--- config.mk ---
export PLATFORM = sky130hd
export DESIGN_NAME = bit_pattern_gen
export DESIGN_NICKNAME = d
export VERILOG_FILES = /design/src/rtl/bit_pattern_pkg.sv /design/src/rtl/bit_pattern_gen_ctrl.sv /design/src/rtl/bit_pattern_gen.sv
export SDC_FILE = /design/constraint.sdc
export NUM_CORES = 1
export LEC_CHECK = 0
export CAP_MARGIN = 25
export CORE_AREA = 3 3 48 50
export CTS_BUF_LIST = sky130_fd_sc_hd__clkbuf_8
export CTS_CLUSTER_SIZE = 8
export DETAILED_ROUTE_END_ITERATION = 10
export DIE_AREA = 0 0 51 53
export PLACE_DENSITY = 0.78
export SLEW_MARGIN = 10
export SYNTH_ARGS = -nofsm -noshare
export SYNTH_HDL_FRONTEND = slang
export SYNTH_SLANG_ARGS = --single-unit
--- constraint.sdc ---
create_clock -name CLOCK_50 -period 2.2 [get_ports CLOCK_50]
set_input_delay 0.22 -clock CLOCK_50 [delete_from_list [all_inputs] [get_ports CLOCK_50]]
set_output_delay 0.22 -clock CLOCK_50 [all_outputs]
set_load 0.02 [all_outputs]
--- src/rtl/bit_pattern_pkg.sv ---
// Shared definitions for the bit pattern generator: FSM state encoding,
// datapath widths and the legal run-length limit.
package bit_pattern_pkg;

    localparam int PAT_W     = 8;
    localparam int MAX_COUNT = 8;
    localparam int REM_W     = 4;
    localparam int ROT_W     = 3;

    typedef enum logic [1:0] {
        S_IDLE   = 2'd0,
        S_BUILD  = 2'd1,
        S_ROTATE = 2'd2,
        S_DONE   = 2'd3
    } state_t;

    // One-step wrap-around left rotate of the pattern register.
    function automatic logic [PAT_W-1:0] rotl1(input logic [PAT_W-1:0] value);
        return {value[PAT_W-2:0], value[PAT_W-1]};
    endfunction

    // One-step shift that appends a 1 at bit 0, growing the run of ones.
    function automatic logic [PAT_W-1:0] grow1(input logic [PAT_W-1:0] value);
        return {value[PAT_W-2:0], 1'b1};
    endfunction

endpackage

--- src/rtl/bit_pattern_gen_ctrl.sv ---
// Sequencing FSM for the bit pattern generator: decides when the datapath
// loads operands, grows the run of ones, rotates it, or flags a bad count.
module bit_pattern_gen_ctrl
    import bit_pattern_pkg::*;
(
    input  logic CLOCK_50,
    input  logic reset,
    input  logic start,
    input  logic rem_zero,
    input  logic rot_zero,
    input  logic rot_last,
    input  logic count_bad,
    output logic load,
    output logic shift,
    output logic rotate,
    output logic set_err,
    output logic busy,
    output logic done
);

    state_t state;
    state_t state_next;

    // NOTE: sequential state uses non-blocking assignments so every register
    // samples pre-edge values; blocking here would create order-dependent races.
    always_ff @(posedge CLOCK_50) begin
        if (reset) begin
            state <= S_IDLE;
        end else begin
            state <= state_next;
        end
    end

    // The last rotate step and the "nothing to rotate" case both hand off to
    // S_DONE directly, so a request costs N+P+2 edges including the start edge.
    always_comb begin
        // NOTE: every output gets a default before the case so no path leaves
        // a signal unassigned, which would otherwise infer a latch.
        state_next = state;
        load       = 1'b0;
        shift      = 1'b0;
        rotate     = 1'b0;
        set_err    = 1'b0;
        unique case (state)
            S_IDLE: begin
                if (!start) begin
                    load = 1'b1;
                end else if (count_bad) begin
                    set_err    = 1'b1;
                    state_next = S_DONE;
                end else begin
                    state_next = S_BUILD;
                end
            end
            S_BUILD: begin
                if (!rem_zero) begin
                    shift = 1'b1;
                end else if (rot_zero) begin
                    state_next = S_DONE;
                end else begin
                    state_next = S_ROTATE;
                end
            end
            S_ROTATE: begin
                if (!rot_zero) begin
                    rotate = 1'b1;
                    if (rot_last) begin
                        state_next = S_DONE;
                    end
                end else begin
                    state_next = S_DONE;
                end
            end
            S_DONE: begin
                if (!start) begin
                    load       = 1'b1;
                    state_next = S_IDLE;
                end
            end
            default: begin
                state_next = S_IDLE;
            end
        endcase
    end

    assign busy = (state == S_BUILD) || (state == S_ROTATE);
    assign done = (state == S_DONE);

endmodule

--- src/rtl/bit_pattern_gen.sv ---
// Generates an 8-bit value holding a run of count_in ones whose lowest bit
// lands at pos_in (wrap-around), built one bit and one rotate step per cycle.
module bit_pattern_gen
    import bit_pattern_pkg::*;
(
    input  logic             CLOCK_50,
    input  logic             reset,
    input  logic             start,
    input  logic [REM_W-1:0] count_in,
    input  logic [ROT_W-1:0] pos_in,
    output logic [PAT_W-1:0] pattern,
    output logic             done,
    output logic             busy,
    output logic             err
);

    logic [REM_W-1:0] rem;
    logic [ROT_W-1:0] rot;

    logic load;
    logic shift;
    logic rotate;
    logic set_err;

    logic rem_zero;
    logic rot_zero;
    logic rot_last;
    logic count_bad;

    assign rem_zero  = (rem == '0);
    assign rot_zero  = (rot == '0);
    assign rot_last  = (rot == ROT_W'(1));
    assign count_bad = (rem > REM_W'(MAX_COUNT));

    bit_pattern_gen_ctrl u_ctrl (
        .CLOCK_50  (CLOCK_50),
        .reset     (reset),
        .start     (start),
        .rem_zero  (rem_zero),
        .rot_zero  (rot_zero),
        .rot_last  (rot_last),
        .count_bad (count_bad),
        .load      (load),
        .shift     (shift),
        .rotate    (rotate),
        .set_err   (set_err),
        .busy      (busy),
        .done      (done)
    );

    // Loading also fires on the S_DONE exit edge, so the result is cleared
    // on the same edge that done falls.
    always_ff @(posedge CLOCK_50) begin
        if (reset) begin
            pattern <= '0;
            rem     <= '0;
            rot     <= '0;
            err     <= 1'b0;
        end else if (load) begin
            pattern <= '0;
            rem     <= count_in;
            rot     <= pos_in;
            err     <= 1'b0;
        end else begin
            if (set_err) begin
                err <= 1'b1;
            end
            // The FSM only strobes these while the matching counter is
            // non-zero, so neither counter can wrap below zero.
            if (shift) begin
                pattern <= grow1(pattern);
                rem     <= rem - REM_W'(1);
            end
            if (rotate) begin
                pattern <= rotl1(pattern);
                rot     <= rot - ROT_W'(1);
            end
        end
    end

endmodule

-- After elaboration in Yosys (flattened, before gate mapping)
Index checks and enable logic that the tools add are counted.
- bits in registers: 18
- output and inout port bits: 11
- logic and storage cells: 49
- add/subtract/negate cells: 2
- order comparisons: 1
- equality and inequality tests: 8
- muxes and demuxes: 23
- reductions and logical operators: 10
- operators by type and width (kind ; count):
    $mux W8 ; 2
    $mux W2 ; 6
    $mux W1 ; 10
    $mux W4 ; 2
    $pmux W2 S4 ; 1
    $mux W3 ; 2
    $reduce_bool A2 Y1 ; 3
    $eq A2 B2 Y1 const B ; 2
    $gt A4 B4 Y1 const B ; 1
    $logic_not A4 Y1 ; 1
    $ne A2 B2 Y1 const B ; 2
    $reduce_and A4 Y1 ; 1
    $reduce_or A2 Y1 ; 2
    $sub A4 B1 Y4 const B ; 1
    $eq A3 B1 Y1 const B ; 1
    $logic_not A3 Y1 ; 1
    $ne A3 B2 Y1 const B ; 1
    $sub A3 B1 Y3 const B ; 1
    $eq A2 B1 Y1 const B ; 1
    $logic_not A2 Y1 ; 1
    $ne A2 B1 Y1 const B ; 1
    $logic_or A1 B1 Y1 ; 1

-- Longest topological paths before layout
Gate-level depths: netlist of run 1.
- depth after elaboration: 5
- depth in mapped cells: 7

-- Cells and area by module
Synthesis of run 1 repeated with hierarchy kept, for this count alone.
- cell total of the unflattened synthesis: 113
- area total of the unflattened synthesis: 993.5 um2
- by module, submodules not included (module ; instances ; cells each ; area an instance (um2) ; sequential area each (um2)):
    bit_pattern_gen ; 1 ; 91 ; 783.3 ; 320.3
    bit_pattern_gen_ctrl ; 1 ; 22 ; 210.2 ; 40.0

-- Worst setup path after synthesis of run 1
OpenSTA, ideal clock, no wires.
- path type: flip-flop to flip-flop
- start point: register u_ctrl.state[0]
- end point: register rem[2]
- library setup time: 0.078 ns
- arrival time: 1.623 ns
- setup slack: 0.499 ns
- cell stages (with the launch flop): 8
- buffers on the path: 1
- path through: dfxtp_1 inv_1 ha_1 or2_2 clkbuf_1 o21ai_0 a21oi_1 nor3_1
- word-level cells in the longest chain between the ends: 4
- elaborated cells between the ends (all ways): 8
- ends and longest elaborated chain (item ; RTL line ; source):
    start: declaration ; bit_pattern_gen_ctrl.sv:21 ; state_t state;
    start signal: assignment ; bit_pattern_gen_ctrl.sv:30 ; state <= state_next;
    $eq A2 B2 Y1 / $logic_not A2 Y1 (equally long branches) ; bit_pattern_gen_ctrl.sv:44 ; unique case (state)
    $reduce_or A2 Y1 (no line) ; - ;
    $mux W1 ; - ;
    $mux W4 / $reduce_bool A2 Y1 (equally long branches) ; - ;
    end signal: assignment ; bit_pattern_gen.sv:61 ; rem <= count_in;
    end signal: assignment ; bit_pattern_gen.sv:72 ; rem <= rem - REM_W'(1);
    end: declaration ; bit_pattern_gen.sv:17 ; logic [REM_W-1:0] rem;
Several ways; a longest one is shown, not always the timed one.
A chain may end at the register's enable or synchronous reset.

-- Worst setup path after layout of run 1
- start point: register u_ctrl.state[0]
- end point: output port busy
- word-level cells in the longest chain between the ends: 2
- elaborated cells between the ends (all ways): 3
- ends and longest elaborated chain (item ; RTL line ; source):
    $eq A2 B1 Y1 / $eq A2 B2 Y1 (equally long branches) ; bit_pattern_gen_ctrl.sv:86 ; assign busy = (state == S_BUILD) || (state == S_ROTATE);
    $logic_or A1 B1 Y1 * ; bit_pattern_gen_ctrl.sv:86 ;
    end: declaration ; bit_pattern_gen.sv:13 ; output logic busy,
Mark *: on every way between the ends. The rest lies on a longest branch, timed or not.

==> results of run 1 <==
## kinds of logic after synthesis
kind of cell | synth area share (%)
buffers and inverters | 4.62
AND/OR/NAND/NOR | 16.7
XOR/XNOR | 3.59
flip-flops | 36.9
multiplexers | 8.33
AO/OA/AOI/OAI | 18.3
adder cells (fa/ha/maj) | 11.5
## synth_stat cells, types with 2 or more instances
cell type	n
dfxtp_1	18
nor2_1	16
ha_1	9
inv_1	7
mux2i_1	7
a21oi_1	5
clkbuf_1	5
nand2_1	5
a211oi_1	4
nor3_1	4
nand2b_1	3
nand3_1	3
xnor2_1	3
a311o_1	2
a31oi_1	2
o21ai_1	2
## flip-flops by register name, indices dropped and copies added (netlist names)
register / count
pattern: 8
err: 1
rem: 4
rot: 3
u_ctrl.state: 2
## cells in the final DEF, fill, tap and decap left out, types with 2 or more instances in the layout
| cell type | instances |
|---|---|
| nand2b_1 | 3 |
| mux2i_1 | 7 |
| nand3_1 | 3 |
| a31oi_1 | 2 |
| nor3_1 | 4 |
| xnor2_1 | 3 |
| o21ai_1 | 2 |
| dfxtp_1 | 18 |
| nand2_1 | 5 |
| a211oi_1 | 4 |
| clkbuf_8 | 4 |
| inv_1 | 7 |
| a21oi_1 | 5 |
| clkdlybuf4s50_1 | 20 |
| ha_1 | 9 |
| a311o_1 | 2 |
| nor2_1 | 16 |
## power groups by stage
stage | Combinational [µW] | Sequential (µW) | Clock (µW)
global placement | 793 | 461 | 0
CTS | 834 | 460 | 276
floorplan | 640 | 458 | 0
global route | 908 | 471 | 296
finish | 832 | 461 | 270
detailed placement | 816 | 466 | 0
## cell type report
type                       count  share of cell area (%)
clock buffer                   4                    4.42
inverter                       7                    2.11
multi-input combinational     77                    45.8
sequential                    18                    28.9
timing repair buffer          20                    16.1
tap                           27                    2.71
## layer usage
| layer | vias to the layer above | GRT usage, % | share of wire [%] | wire length [µm] |
|---|---|---|---|---|
| li1 | 405 | - | - | - |
| met4 | 0 | 5.38 | 0.78 | 17 |
| met3 | 4 | 4.51 | 4.2 | 91 |
| met1 | 367 | 21.1 | 45 | 990 |
| met5 | - | 0 | 0 | 0 |
| met2 | 18 | 32.8 | 50 | 1080 |
## per-stage QoR
step	power (µW)	instance area [µm²]	cells
after floorplan	1100	976	107
after global placement	1250	1190	149
after detailed placement	1280	1190	149
after CTS	1570	1250	153
after global routing	1670	1250	153
final	1560	1250	153
## final timing paths
| path | from | to |
|---|---|---|
| max | u_ctrl.state[0]$_SDFFE_PP0P_ | busy |
| min | pattern[7]$_SDFFE_PP0P_ | pattern[0]$_SDFFE_PP0P_ |
| max reg2reg | u_ctrl.state[0]$_SDFFE_PP0P_ | pattern[1]$_SDFFE_PP0P_ |
| min reg2reg | pattern[7]$_SDFFE_PP0P_ | pattern[0]$_SDFFE_PP0P_ |
## critical path, cell delays in order, from the launching register on
cell	delay, ps
dfxtp_1	390
inv_1	100
ha_1	330
clkdlybuf4s50_1	610
==> impl_metrics.tcl, run 1 <==
set metrics [dict create \
    antenna_found_initial 0 \
    fin_setup_tns_ps 0 \
    start_kind "flip-flop" \
    whs_ps 491 \
    postCtsResizedCells 0 \
    wl_per_cell_um 14.3 \
    drtIter0Drc 15 \
    clockBufferDepth 2 \
    chipHeight_um 53 \
    period_share_pct 86.5 \
    fp-row-count 16 \
    chipWidth_um 51 \
    final-setup-viol-count 0 \
    ir_drop_uv 595 \
    num_vias 794 \
    drive_gt1_share_pct 7.94 \
    syn_inst 107 \
    hold_violations 0 \
    ant_nets 0 \
    post-dp-hpwl_um 1580 \
    drcViolationCount 0 \
    grt_overflow_total 0 \
    synth_area_leaders "dfxtp_1 37%, ha_1 12%, mux2i_1 7.2%" \
    worstPathArrival_ps 1680 \
    dp_slack_ps 448 \
    async_flop_share_pct 0 \
    avgViaCountPerCell 5.19 \
    hold_path.class "reg -> reg" \
    yosysSeqAreaShare_pct 36.9 \
    rsz0062_at_grt "false" \
    synth.largest_area_cell "dfxtp_1" \
    yosys_warnings 0 \
    first_pass_iters 4 \
    combPwrFrac_pct 53.2 \
    worstMarginPinSlew_ps 436 \
    syn_avg_cell_area_um2 9.12 \
    timing.final.ws_setup_ps 298 \
    p_clk_share_pct 17.3 \
    hold_path_depth 2 \
    initial_core_util_pct 50.3 \
    end_kind "primary output" \
    netlist.area_leader.share_pct 36.9 \
    ys.flop_type "dfxtp_1" \
    multi_input_area_um2 571 \
    htreeDepth 1 \
    leakage_uw 0.000508 \
    first_global_vias 790 \
    finalCoreUtilization_pct 64.2 \
    synth-edff-count 0 \
    skew_ps 2.14 \
    swShare_pct 41.3 \
    root_buffer "clkbuf_8" \
    grt_use_total_pct 18.2 \
    netlist-cell-type-count 28 \
    syn_nets 126 \
    cts_tree "yes" \
    r2r_slack_ps 450 \
    power_density_mw_per_mm2 1250 \
    grt_pass1_wl_um 3630 \
    maxCapViolCount 0 \
    fill_cells 181 \
    synthesis.area_um2 976 \
    post-cts-setup-buffers 0 \
    syn2layout_area_growth_pct 27.7 \
    clk-insertion-delay-late_ps 250 \
    gp_congestion 0.769 \
    clk_pin_slew_ps 70 \
    antenna_cells 0 \
    outcome "completed" \
    required_ps 1980 \
    ctsHoldBuffers 0 \
    cp_max_fo 4 \
    final_nets 146 \
    seq_area_um2 360 \
    p_sw_uw 645 \
    portBuffers 20 \
    cts.sinks 18 \
    dieArea_mm2 0.00270 \
    intPower_uw 918 \
    routed_wl_um 2180 \
    io_pins 21 \
    fmax_ghz 0.526 \
    crit_type "reg -> out" \
    max_slew_margin_pct 70.8 \
    cts_inserted_buffers 3 \
    reg2reg_depth 5 \
    synth_seq_cells 18 \
    p_seq_share_pct 29.5 \
    grt_max_degree 12 \
    core_area_mm2 0.00194 \
    finalCriticalPeriod_ps 1900 \
    final_max_slew_viol_count 0 \
]
Power figures use the tool's default switching activity.
==> run 2: changes to the inputs <==
- SKIP_CTS_REPAIR_TIMING: not set -> 1
==> results of run 2 <==
Final layout, timing and power as in run 1 (identical DEF).
